File: config.mk
export PLATFORM = sky130hd
export DESIGN_NAME = exfifo_host_endpoint
export DESIGN_NICKNAME = d
export VERILOG_FILES = /design/src/rtl/exfifo_host_endpoint.sv
export SDC_FILE = /design/constraint.sdc
export NUM_CORES = 1
export LEC_CHECK = 0
export ABC_CLOCK_PERIOD_IN_PS = 2400
export CAP_MARGIN = 0
export CORE_ASPECT_RATIO = 0.7
export CORE_UTILIZATION = 40
export CTS_BUF_LIST = sky130_fd_sc_hd__clkbuf_8
export CTS_CLUSTER_DIAMETER = 50
export DETAILED_ROUTE_END_ITERATION = 10
export GPL_ROUTABILITY_DRIVEN = 0
export PLACE_DENSITY = 0.69
export SLEW_MARGIN = 10
export SYNTH_ARGS = -nofsm -noshare
export SYNTH_HDL_FRONTEND = slang
export SYNTH_SLANG_ARGS = --single-unit
File: constraint.sdc
create_clock -name clk -period 2.4 [get_ports clk]
set_clock_uncertainty 0.15 [all_clocks]
set_input_delay 0.36 -clock clk [delete_from_list [all_inputs] [get_ports clk]]
set_output_delay 0.36 -clock clk [all_outputs]
set_load 0.05 [all_outputs]
File: src/rtl/exfifo_host_endpoint.sv
// Host-side endpoint for the CPU exfifo link: h2c words go through a 1-entry hold into the CPU input FIFO, and CPU replies go through a 2-entry read-ahead buffer out to the host.
// Packets are PKT_WORDS long in both directions. Defining EXFIFO_WDT_EN adds a watchdog that zero-pads a stalled h2c packet.
module exfifo_host_endpoint #(
  parameter int PKT_WORDS  = 16,
  parameter int WDT_CYCLES = 65535
) (
  input  logic        clk,
  input  logic        reset_n,
  input  logic [31:0] h2c_data,
  input  logic        h2c_valid,
  output logic        h2c_ready,
  output logic [31:0] if_d,
  output logic        if_wr,
  input  logic        if_wrfull,
  input  logic [31:0] of_d,
  output logic        of_rd,
  input  logic        of_rdempty,
  output logic [31:0] c2h_data,
  output logic        c2h_valid,
  input  logic        c2h_ready,
  output logic        c2h_last,
  output logic        h2c_pkt_done,
  output logic        c2h_pkt_done,
  output logic        err_timeout
);

  localparam int IDX_W = (PKT_WORDS > 2) ? $clog2(PKT_WORDS) : 1;
  localparam logic [IDX_W-1:0] IDX_LAST = IDX_W'(PKT_WORDS - 1);

  typedef enum logic [0:0] {
    H2C_RUN = 1'b0,
    H2C_PAD = 1'b1
  } h2c_state_e;

  h2c_state_e       state_q, state_d;
  logic             hold_v_q, hold_v_d;
  logic [31:0]      hold_q, hold_d;
  logic [IDX_W-1:0] h2c_idx_q, h2c_idx_d;
  logic             h2c_acc;

`ifdef EXFIFO_WDT_EN
  localparam logic [31:0] WDT_LIMIT = 32'(WDT_CYCLES);
  logic [31:0] wdt_q, wdt_d;
`endif

  always_comb begin
    state_d      = state_q;
    hold_v_d     = hold_v_q;
    hold_d       = hold_q;
    h2c_idx_d    = h2c_idx_q;
    h2c_ready    = 1'b0;
    if_wr        = 1'b0;
    h2c_pkt_done = 1'b0;
    err_timeout  = 1'b0;
    // An empty hold means we are emitting pad words, which are zero.
    if_d         = hold_v_q ? hold_q : 32'h0;

    if (state_q == H2C_RUN) begin
      if_wr     = hold_v_q && !if_wrfull;
      h2c_ready = reset_n && (!hold_v_q || !if_wrfull);
    end else begin
      if_wr     = !if_wrfull;
    end
    h2c_acc = h2c_valid && h2c_ready;

    if (if_wr) begin
      hold_v_d     = 1'b0;
      h2c_pkt_done = (h2c_idx_q == IDX_LAST);
      h2c_idx_d    = (h2c_idx_q == IDX_LAST) ? '0 : h2c_idx_q + 1'b1;
    end
    if (h2c_acc) begin
      hold_v_d = 1'b1;
      hold_d   = h2c_data;
    end

`ifdef EXFIFO_WDT_EN
    wdt_d = wdt_q + 32'd1;
    // Only a partially delivered packet may time out; idle between packets is fine.
    if (state_q == H2C_PAD || h2c_acc || (h2c_idx_q == '0 && !hold_v_q)) begin
      wdt_d = '0;
    end else if (wdt_q >= WDT_LIMIT) begin
      wdt_d   = '0;
      state_d = H2C_PAD;
    end
    if (state_q == H2C_PAD && if_wr && h2c_idx_q == IDX_LAST) begin
      state_d     = H2C_RUN;
      err_timeout = !hold_v_q;
    end
`endif
  end

  always_ff @(posedge clk) begin
    if (!reset_n) begin
      state_q   <= H2C_RUN;
      hold_v_q  <= 1'b0;
      hold_q    <= '0;
      h2c_idx_q <= '0;
`ifdef EXFIFO_WDT_EN
      wdt_q     <= '0;
`endif
    end else begin
      state_q   <= state_d;
      hold_v_q  <= hold_v_d;
      hold_q    <= hold_d;
      h2c_idx_q <= h2c_idx_d;
`ifdef EXFIFO_WDT_EN
      wdt_q     <= wdt_d;
`endif
    end
  end

  logic [31:0]      buf0_q, buf0_d, buf1_q, buf1_d;
  logic [1:0]       cnt_q, cnt_d;
  logic             inflight_q, inflight_d;
  logic [IDX_W-1:0] c2h_idx_q, c2h_idx_d;
  logic             c2h_pop;
  logic [1:0]       occ_after_pop;

  always_comb begin
    buf0_d    = buf0_q;
    buf1_d    = buf1_q;
    c2h_idx_d = c2h_idx_q;

    c2h_valid    = (cnt_q != 2'd0);
    c2h_data     = buf0_q;
    c2h_last     = c2h_valid && (c2h_idx_q == IDX_LAST);
    c2h_pop      = c2h_valid && c2h_ready;
    c2h_pkt_done = c2h_pop && c2h_last;

    // Credit the pop being taken this cycle so a steady drain sustains one read per cycle.
    occ_after_pop = cnt_q + {1'b0, inflight_q} - {1'b0, c2h_pop};
    of_rd         = reset_n && !of_rdempty && (occ_after_pop < 2'd2);
    inflight_d    = of_rd;
    cnt_d         = cnt_q + {1'b0, inflight_q} - {1'b0, c2h_pop};

    if (c2h_pop) begin
      buf0_d    = buf1_q;
      c2h_idx_d = (c2h_idx_q == IDX_LAST) ? '0 : c2h_idx_q + 1'b1;
    end
    if (inflight_q) begin
      if (cnt_q == 2'd0 || (cnt_q == 2'd1 && c2h_pop)) begin
        buf0_d = of_d;
      end else begin
        buf1_d = of_d;
      end
    end
  end

  always_ff @(posedge clk) begin
    if (!reset_n) begin
      buf0_q     <= '0;
      buf1_q     <= '0;
      cnt_q      <= '0;
      inflight_q <= 1'b0;
      c2h_idx_q  <= '0;
    end else begin
      buf0_q     <= buf0_d;
      buf1_q     <= buf1_d;
      cnt_q      <= cnt_d;
      inflight_q <= inflight_d;
      c2h_idx_q  <= c2h_idx_d;
    end
  end

endmodule

==> run metrics <==
layout cells sized above 1 ~22%; vias in the first global route around 4500; Design Area, Final just over 0.007 mm^2; clock buffer depth 2; top cells by area, synth dfxtp_1 44%, nand2_1 10%, a311oi_2 9.1%, mux2i_1 7.3%, a31o_2 5.7%; Max-slew headroom a little under three fifths; largest net degree at the start of global routing between 50 and 60; die area 0.0128 mm^2; unrepaired setup endpoints after global routing yes; Detailed Route WL 13300 um; f_max about 0.4 GHz; Die W approximately 130 um; failing checks setup timing; synthesized flop and latch total approximately 110; DR pass1 iterations 4; most frequent cell after synthesis nand2_1; worst path required time between 1.5 and 2 ns; post-route ant nets 0; Fin. Hold Viols 0; initial core utilization between 40% and 50%; Residual DRC 0; Synth Area per Inst 9.05 um^2; status finished, violations left; CP Cell Sequence o21ai_4, xnor2_1, ha_2, or3_4, mux2i_4, buf_12; Async SR Flop Fraction 0%; Root Driver clkbuf_8; CTS buffer count 9; register area share after synthesis between 40% and 50%; Peak VDD IR 353 uV; worst skew pair latency 0.37 ns; endpoints failing setup 1; Syn. warnings 0; I/O Buffers 140; via count between 4000 and 5000; grt total ovfl 0; critical path buffer and inverter count 1; Post-Layout Cell Count just over 800; chip height 94.9 um; global-route wire length before repair around 22000 um; final core occ 59.6%; Distinct cells, synth 35; Reg clk slew, reported paths 0.10 ns; worst slew pin tran ~0.65 ns; CP max-delay cell or3_4; Post-synth EDFFs 0; Post-Route M1 WL approximately 6100 um; Placement Cell Area 0.00683 mm^2; dpl cells around 810; post-route setup slack -0.0311 ns; prevailing post-synth register cell dfxtp_1; I/O Pins about 140; PD cells approximately 770 mW/mm^2; H-tree levels 3; Synth Net Count 618; Initial DRC Count 270; # clock sinks between 100 and 150; Yosys top cell by area dfxtp_1; Top Layer Used met4; Post-Syn Area ~0.005 mm^2; minimum clock period around 2.4 ns; number of diodes 0; cell count after synthesis 545; Synth top area share a little over two fifths; FILL cells between 900 and 1000; Core ar. between 0.01 and 0.015 mm^2; Hold Path Class in2reg; top cells by count, synth 137 x nand2_1, 108 x dfxtp_1, 36 x mux2i_1; Max-cap violations 0; average wire per standard cell about 16 um; CTS tree built; footprint of the multi-input gates about 0.0025 mm^2; fin. max-slew vios 0; Critical Path Sink Type output pin; register area about 0.0022 mm^2; period utilization 101%; Layout Nets approximately 740; post-place setup slack -0.158 ns; largest stage delay on the critical path roughly 0.39 ns; Critical Path Start Type register; met2 wire len 6400 um; metal3 WL approximately 570 um; Worst Path Max Fanout 2; hpwl dp approximately 9000 um; Top Family by Delay on Critical Path simple AND/OR/NAND/NOR gates; Area Overhead vs Synth 43.1%; crit path kind reg2out; initial antenna violation count 0; GRT Util Overall a little over a fifth; # rows 33; Arrival @ worst endpoint about 1.9 ns; Via-to-Cell Ratio 5.35; leakage about 0.0027 uW
[metrics by stage]
stage | setup TNS (ns) | total power, uW | hold WS, ns
floorplan | 0 | 3580 | 0.285
global placement | -0.127 | 4240 | 0.293
detailed placement | -0.158 | 4280 | 0.300
CTS | -0.0303 | 5430 | 0.230
global route | -0.0990 | 5660 | 0.240
finish | -0.0311 | 5410 | 0.245
[flip-flops by register name (all words and copies together) (netlist names)]
register    cells
buf1_q         32
inflight_q      1
cnt_q           2
c2h_data       32
hold_q         32
h2c_idx_q       4
hold_v_q        1
c2h_idx_q       4
[power breakdown]
group          switching [uW]  leakage, uW  internal [uW]  total [uW]
combinational            1280      0.00168            818        2090
sequential                145     0.000885           2030        2180
clock                     644     0.000102            491        1130
total                    2060      0.00267           3340        5410
[cell families (layout without fill, tap and decap cells)]
| logic type | count (synthesis) | in the layout | synth area share (%) |
|---|---|---|---|
| XOR/XNOR | 3 | 3 | 0.533 |
| AND/OR/NAND/NOR | 261 | 261 | 25.2 |
| other | 1 | 1 | 0.0760 |
| flip-flops | 108 | 108 | 43.8 |
| multiplexers | 36 | 36 | 7.30 |
| AO/OA/AOI/OAI | 78 | 78 | 16.9 |
| adder cells (fa/ha/maj) | 3 | 3 | 0.761 |
| buffers and inverters | 55 | 177 | 5.45 |
[final timing paths]
kind         startpoint           end  slack, ns  cells after the start
max            cnt_q[1]         of_rd      -0.03                      6
min             reset_n    inflight_q       0.24                      3
max reg2reg    cnt_q[0]  c2h_data[12]       0.61                      5
min reg2reg  buf1_q[20]    buf1_q[20]       0.31                      2
[routing by layer]
metal	up-vias	track usage [%]
met3	13	4.88
met5	-	0
li1	2128	-
met1	2161	27.4
met2	107	36.4
met4	0	6.09
[repair_timing]
action                     CTS  global route
pin swaps                    2             0
resized for setup            6             1
cloned                       0             0
buffers inserted             2             0
hold buffers                 0             0
setup endpoints to repair    1             1
[worst min-delay path: stages]
cell	delay [ns]
buf_4	0.13
nand3b_1	0.14
mux2i_1	0.09
[cell type report]
type / count / area share [%]
clock buffer: 9 / 1.75
clock inverter: 7 / 1.08
inverter: 2 / 0.106
multi-input combinational: 382 / 36.0
sequential: 108 / 30.7
tap: 157 / 2.78
timing repair buffer: 159 / 27.5
[cells in the final DEF, fill, tap and decap left out, types with 9 or more instances in the layout]
master           instances
a311oi_2                30
a31o_2                  32
and2_1                  33
and3_1                  32
buf_12                  40
buf_4                   18
clkbuf_8                 9
clkdlybuf4s50_1         99
dfxtp_1                106
mux2i_1                 35
nand2_1                137
nor3_1                  32
Power figures use the tool's default switching activity.
